**src/rtl/elastic_pipe_pkg.sv**
```systemverilog
// elastic_pipe_pkg
// Shared sizing helpers and elaboration-time parameter checks for the
// elastic_pipe buffer and its storage sub-module.
//   cnt_w(depth) : width of an occupancy counter able to hold 0..depth
//   ptr_w(depth) : width of a read/write pointer indexing 0..depth-1
//   EP_CHECK_DEPTH / EP_CHECK_AFULL : generate-level guards on parameters

`define EP_CHECK_DEPTH(d) \
    if (((d) < 2) || ((((d) - 1) & (d)) != 0)) begin : g_bad_depth \
        $error("elastic_pipe: DEPTH must be a power of two >= 2"); \
    end

`define EP_CHECK_AFULL(t, d) \
    if (((t) < 1) || ((t) > (d))) begin : g_bad_afull \
        $error("elastic_pipe: AFULL_THRESH must be in 1..DEPTH"); \
    end

package elastic_pipe_pkg;

    function automatic int cnt_w(input int depth);
        return $clog2(depth + 1);
    endfunction

    function automatic int ptr_w(input int depth);
        return $clog2(depth);
    endfunction

endpackage

```
**src/rtl/elastic_pipe_mem.sv**
```systemverilog
// elastic_pipe_mem
// DEPTH x WIDTH register file, one write port, one asynchronous read port.
// All entries clear on synchronous reset so no stale beat can leak out.
// Ports:
//   clk, rst       : clock, synchronous active-high reset
//   we/waddr/wdata : write port
//   raddr/rdata    : combinational read port

module elastic_pipe_mem
    import elastic_pipe_pkg::*;
#(
    parameter int WIDTH = 512,
    parameter int DEPTH = 4
) (
    input  logic                      clk,
    input  logic                      rst,
    input  logic                      we,
    input  logic [ptr_w(DEPTH)-1:0]   waddr,
    input  logic [WIDTH-1:0]          wdata,
    input  logic [ptr_w(DEPTH)-1:0]   raddr,
    output logic [WIDTH-1:0]          rdata
);

    logic [DEPTH-1:0][WIDTH-1:0] mem;

    always_ff @(posedge clk) begin
        if (rst) begin
            mem <= '0;
        end else if (we) begin
            mem[waddr] <= wdata;
        end
    end

    assign rdata = mem[raddr];

endmodule

```
**src/rtl/elastic_pipe.sv**
```systemverilog
// elastic_pipe
// Elastic valid/ready buffer with DEPTH entries. us_ready and almost_full
// are decoded purely from the registered occupancy, so neither the ready
// path nor the data path crosses the block combinationally.
// Ports:
//   clk, rst               : clock, synchronous active-high reset
//   us_valid/us_data/us_ready : upstream stream
//   ds_valid/ds_data/ds_ready : downstream stream (ds_data is 0 when idle)
//   count                  : current occupancy
//   almost_full            : count >= AFULL_THRESH
// Optional (macro ELASTIC_PIPE_PEAK_EN):
//   peak_clr               : load peak_count with the current count
//   peak_count             : highest count seen since reset / last clear

module elastic_pipe
    import elastic_pipe_pkg::*;
#(
    parameter int WIDTH        = 512,
    parameter int DEPTH        = 4,
    parameter int AFULL_THRESH = DEPTH - 1
) (
    input  logic                      clk,
    input  logic                      rst,
    input  logic                      us_valid,
    input  logic [WIDTH-1:0]          us_data,
    output logic                      us_ready,
    output logic                      ds_valid,
    output logic [WIDTH-1:0]          ds_data,
    input  logic                      ds_ready,
    output logic [cnt_w(DEPTH)-1:0]   count,
`ifdef ELASTIC_PIPE_PEAK_EN
    input  logic                      peak_clr,
    output logic [cnt_w(DEPTH)-1:0]   peak_count,
`endif
    output logic                      almost_full
);

    localparam int CW = cnt_w(DEPTH);
    localparam int PW = ptr_w(DEPTH);
    localparam logic [CW-1:0] FULL_C  = CW'(DEPTH);
    localparam logic [CW-1:0] AFULL_C = CW'(AFULL_THRESH);

    `EP_CHECK_DEPTH(DEPTH)
    `EP_CHECK_AFULL(AFULL_THRESH, DEPTH)

    logic [PW-1:0]    wr_ptr, rd_ptr;
    logic [CW-1:0]    cnt_q;
    logic [WIDTH-1:0] rdata;
    logic             push, pop;

    // Outputs are forced idle while rst is high even though the registers
    // only clear on the next edge.
    assign us_ready    = (cnt_q != FULL_C) && !rst;
    assign ds_valid    = (cnt_q != '0) && !rst;
    assign ds_data     = ds_valid ? rdata : '0;
    assign count       = rst ? '0 : cnt_q;
    assign almost_full = (cnt_q >= AFULL_C) && !rst;

    assign push = us_valid && us_ready;
    assign pop  = ds_valid && ds_ready;

    elastic_pipe_mem #(
        .WIDTH (WIDTH),
        .DEPTH (DEPTH)
    ) u_mem (
        .clk   (clk),
        .rst   (rst),
        .we    (push),
        .waddr (wr_ptr),
        .wdata (us_data),
        .raddr (rd_ptr),
        .rdata (rdata)
    );

    always_ff @(posedge clk) begin
        if (rst) begin
            wr_ptr <= '0;
            rd_ptr <= '0;
            cnt_q  <= '0;
        end else begin
            if (push) wr_ptr <= wr_ptr + PW'(1);
            if (pop)  rd_ptr <= rd_ptr + PW'(1);
            case ({push, pop})
                2'b10:   cnt_q <= cnt_q + CW'(1);
                2'b01:   cnt_q <= cnt_q - CW'(1);
                default: cnt_q <= cnt_q;
            endcase
        end
    end

`ifdef ELASTIC_PIPE_PEAK_EN
    // Tracks the registered count, so a new maximum shows one cycle later.
    logic [CW-1:0] peak_q;

    always_ff @(posedge clk) begin
        if (rst) begin
            peak_q <= '0;
        end else if (peak_clr) begin
            peak_q <= cnt_q;
        end else if (cnt_q > peak_q) begin
            peak_q <= cnt_q;
        end
    end

    assign peak_count = peak_q;
`endif

endmodule
```
**config.mk**
```make
export PLATFORM = sky130hd
export DESIGN_NAME = elastic_pipe
export DESIGN_NICKNAME = d
export VERILOG_FILES = /design/src/rtl/elastic_pipe_pkg.sv /design/src/rtl/elastic_pipe_mem.sv /design/src/rtl/elastic_pipe.sv
export SDC_FILE = /design/constraint.sdc
export NUM_CORES = 2
export LEC_CHECK = 0
export CORE_ASPECT_RATIO = 1.25
export CORE_MARGIN = 2
export CORE_UTILIZATION = 52
export DETAILED_ROUTE_END_ITERATION = 8
export PLACE_DENSITY = 0.89
export SYNTH_ARGS = -nofsm -noshare
export SYNTH_HDL_FRONTEND = slang
export SYNTH_HIERARCHICAL = 1
export SYNTH_SLANG_ARGS = --single-unit
export TNS_END_PERCENT = 100
```
**constraint.sdc**
```tcl
create_clock -name clk -period 2.2 [get_ports clk]
set_input_delay 0.33 -clock clk [delete_from_list [all_inputs] [get_ports clk]]
set_output_delay 0.33 -clock clk [all_outputs]
set_load 0.02 [all_outputs]
```
==> impl_metrics.json <==
{
  "status": "finished, violations left",
  "violations": "setup timing",
  "slowest_delay_ns": 0.54,
  "wl_per_cell_um": 23.1,
  "drive_gt1_share_pct": 14.5,
  "via_count": 67300,
  "cts_tree": "done",
  "cp_slowest_cell": "mux4_2",
  "final_area_um2": 119000,
  "ys.flop_type": "dfxtp_1",
  "max_freq_mhz": 313,
  "drv_slew": 0,
  "cts_buffers": 198,
  "syn_to_final_growth_pct": 22.1,
  "startpoint_type": "register",
  "fp.coreArea_um2": 186000,
  "p_total_uw": 86200,
  "ys_types": 35,
  "tightest_slew_ns": 0.785,
  "critical-path-top-delay-family": "buffers and inverters",
  "maxSlewHeadroom_pct": 47.7,
  "cts.path.max_buffers": 3,
  "yosys.area.top_type": "dfxtp_1",
  "dpl.hpwl_mm": 189,
  "cts_root_buf": "clkbuf_16",
  "worstSetupPathType": "reg2out",
  "ys_async_sr_fraction_pct": 0,
  "routabilityCongestion": 0.868,
  "dr.pass1.iters": 8,
  "finalHoldViolations": 0,
  "ys_ff_latch": 2055,
  "dieArea_um2": 190000,
  "nNetsFinal": 9859,
  "grt_pass1_wl_mm": 415,
  "powerDensity_nw_per_um2": 727,
  "grt_max_degree": 233,
  "clkLatencyLatePin_ns": 0.85,
  "drc": 0,
  "grt_overflow": 0,
  "synth_nets": 8933,
  "finalCritPeriodShare_pct": 145,
  "die_h_um": 487,
  "drv_cap": 0,
  "tns_ns": -664.92,
  "crit_arrival_ns": 2.86,
  "crit_buf_inv": 6,
  "hold_path.class": "in2reg",
  "synth_area_leaders": "dfxtp_1, mux2i_1, nand2b_1",
  "synth_top_area_share_pct": 42.4,
  "dr.first_iter.drc_count": 4882,
  "syn_inst": 8415,
  "ys_seq_area_share_pct": 42.4,
  "synth-edff-count": 0,
  "initial_core_util_pct": 52.2,
  "cp_cell_sequence": "buf_16 -> buf_16 -> buf_12 -> buf_12 -> clkbuf_16 -> mux4_2 -> and2_1 -> clkbuf_2",
  "dp_slack_ns": -0.454,
  "via_per_inst": 5.63,
  "worst-path-max-fanout": 8,
  "rsz0062_at_grt": "yes",
  "clock_skew_ns": 0.0775,
  "io_buffers": 1033,
  "dpl-instance-area_um2": 110000,
  "die_x_um": 390,
  "clkTransAtPathRegs_ns": 0.06,
  "finalSetupViolations": 1837,
  "htreeDepth": 4,
  "ir_drop_mv": 0.772,
  "required_ns": 1.87,
  "antenna_found_initial": 42,
  "whs_ns": 0.141,
  "period_minus_slack_ns": 3.19,
  "drt-total-wl_mm": 276,
  "fp-row-count": 177,
  "ant_nets": 0,
  "fin_ws_ns": -0.991,
  "avgSynthCellArea_um2": 11.5,
  "cp-end-kind": "primary output",
  "clkSinkCount": 2055,
  "yosysWarnings": 6,
  "grtUsageTotal_pct": 27.8,
  "holdBufCountCts": 0,
  "grt_pass1_vias": 70800,
  "io_pins": 1034,
  "p_leak_uw": 0.0576,
  "syn_area_um2": 97000
}
## layout by cell type, fill, tap and decap left out, types with 19 or more instances in the layout
| master | count |
|---|---|
| nand2b_1 | 2561 |
| dfxtp_1 | 2050 |
| mux2i_1 | 2048 |
| clkdlybuf4s50_1 | 519 |
| mux4_2 | 512 |
| and2_1 | 492 |
| dlymetal6s2s_1 | 307 |
| buf_4 | 255 |
| clkbuf_16 | 201 |
| buf_12 | 149 |
| dlygate4sd2_1 | 70 |
| clkbuf_8 | 49 |
| clkinv_2 | 35 |
| clkbuf_1 | 35 |
| clkbuf_2 | 29 |
| diode_2 | 26 |
| buf_6 | 25 |
| buf_2 | 22 |
| and2_4 | 21 |
| bufinv_16 | 19 |
## per-layer routing
layer | global-route usage (%) | wire length (um) | vias to the layer above
met4 | 13.5 | 13100 | 32
met1 | 34.3 | 108000 | 33600
met2 | 45.5 | 132000 | 2531
met3 | 6.94 | 22500 | 571
li1 | - | - | 30500
met5 | 0 | 218 | -
## worst reg2reg max path: stages (launching register included)
cell      delay [ns]
dfxtp_2         0.33
nor3b_1         0.38
nand2b_1        0.23
nor2_1          0.06
buf_4           0.15
buf_4           0.14
nand3b_1        0.10
buf_4           0.39
buf_12          0.40
mux2i_1         0.33
## report_power, final
group,switching [uW],internal [uW]
Combinational,5610,5950
Sequential,542,38200
Clock,15300,20600
Total,21400,64700
## timing repair
action / CTS / global route
gates cloned: 3 / 4
pin swaps: 0 / 2
setup buffers: 2 / 22
setup endpoints to repair: 1712 / 2069
gates resized for setup: 192 / 539
## worst paths after layout
path	from	to	slack [ns]	cells past startpoint
setup / recovery	rd_ptr[0]	ds_data[356]	-0.99	8
hold / removal	us_data[273]	u_mem/mem[1809]	0.14	3
setup reg to reg	cnt_q[0]	u_mem/mem[901]	-0.40	9
hold reg to reg	u_mem/mem[428]	u_mem/mem[428]	0.47	2
## sequential cells by signal, indices dropped and copies added, names as in the netlist
register   count
u_mem/mem   2048
cnt_q          3
rd_ptr         2
wr_ptr         2
## final cells by class
class | count | area [um^2]
clock buffers | 282 | 5760
flip-flops and latches | 2055 | 41200
diodes | 26 | 65.1
repair buffers | 1409 | 15700
fillers | 13000 | 67300
inverters | 3 | 11.3
multi-input cells | 5674 | 51600
clock inverters | 79 | 1160
well taps | 2416 | 3020
## metrics by stage
stage	util, %	instances
2_1_floorplan	-	8415
3_3_place_gp	59.4	11500
3_5_place_dp	59.4	11500
4_1_cts	63.2	11900
5_1_grt	63.8	11900
6_report	63.8	11900
## cells by family (layout without fill, tap and decap cells)
kind of cell / count (synthesis) / in the layout / share of synthesized area, %
DFF: 2055 / 2055 / 42.4
adders and majority gates: 2 / 2 / 0.0335
and+or+nand+nor: 3100 / 3100 / 20.0
buffers and inverters: 686 / 1773 / 4.50
muxes: 2561 / 2561 / 33.0
AOI/OAI and AO/OA: 7 / 7 / 0.0451
xor gates and xnor gates: 4 / 4 / 0.0361
other: 0 / 26 / 0
## cell usage after synthesis (3+ instances only)
| cell | instances |
|---|---|
| and2_1 | 513 |
| buf_2 | 108 |
| buf_4 | 110 |
| buf_6 | 152 |
| buf_8 | 4 |
| clkbuf_1 | 263 |
| clkbuf_2 | 46 |
| dfxtp_1 | 2055 |
| inv_1 | 3 |
| mux2i_1 | 2048 |
| mux4_2 | 512 |
| nand2b_1 | 2561 |
| nor2_1 | 10 |
| xor2_1 | 4 |
(Power assumes the default switching activity.)
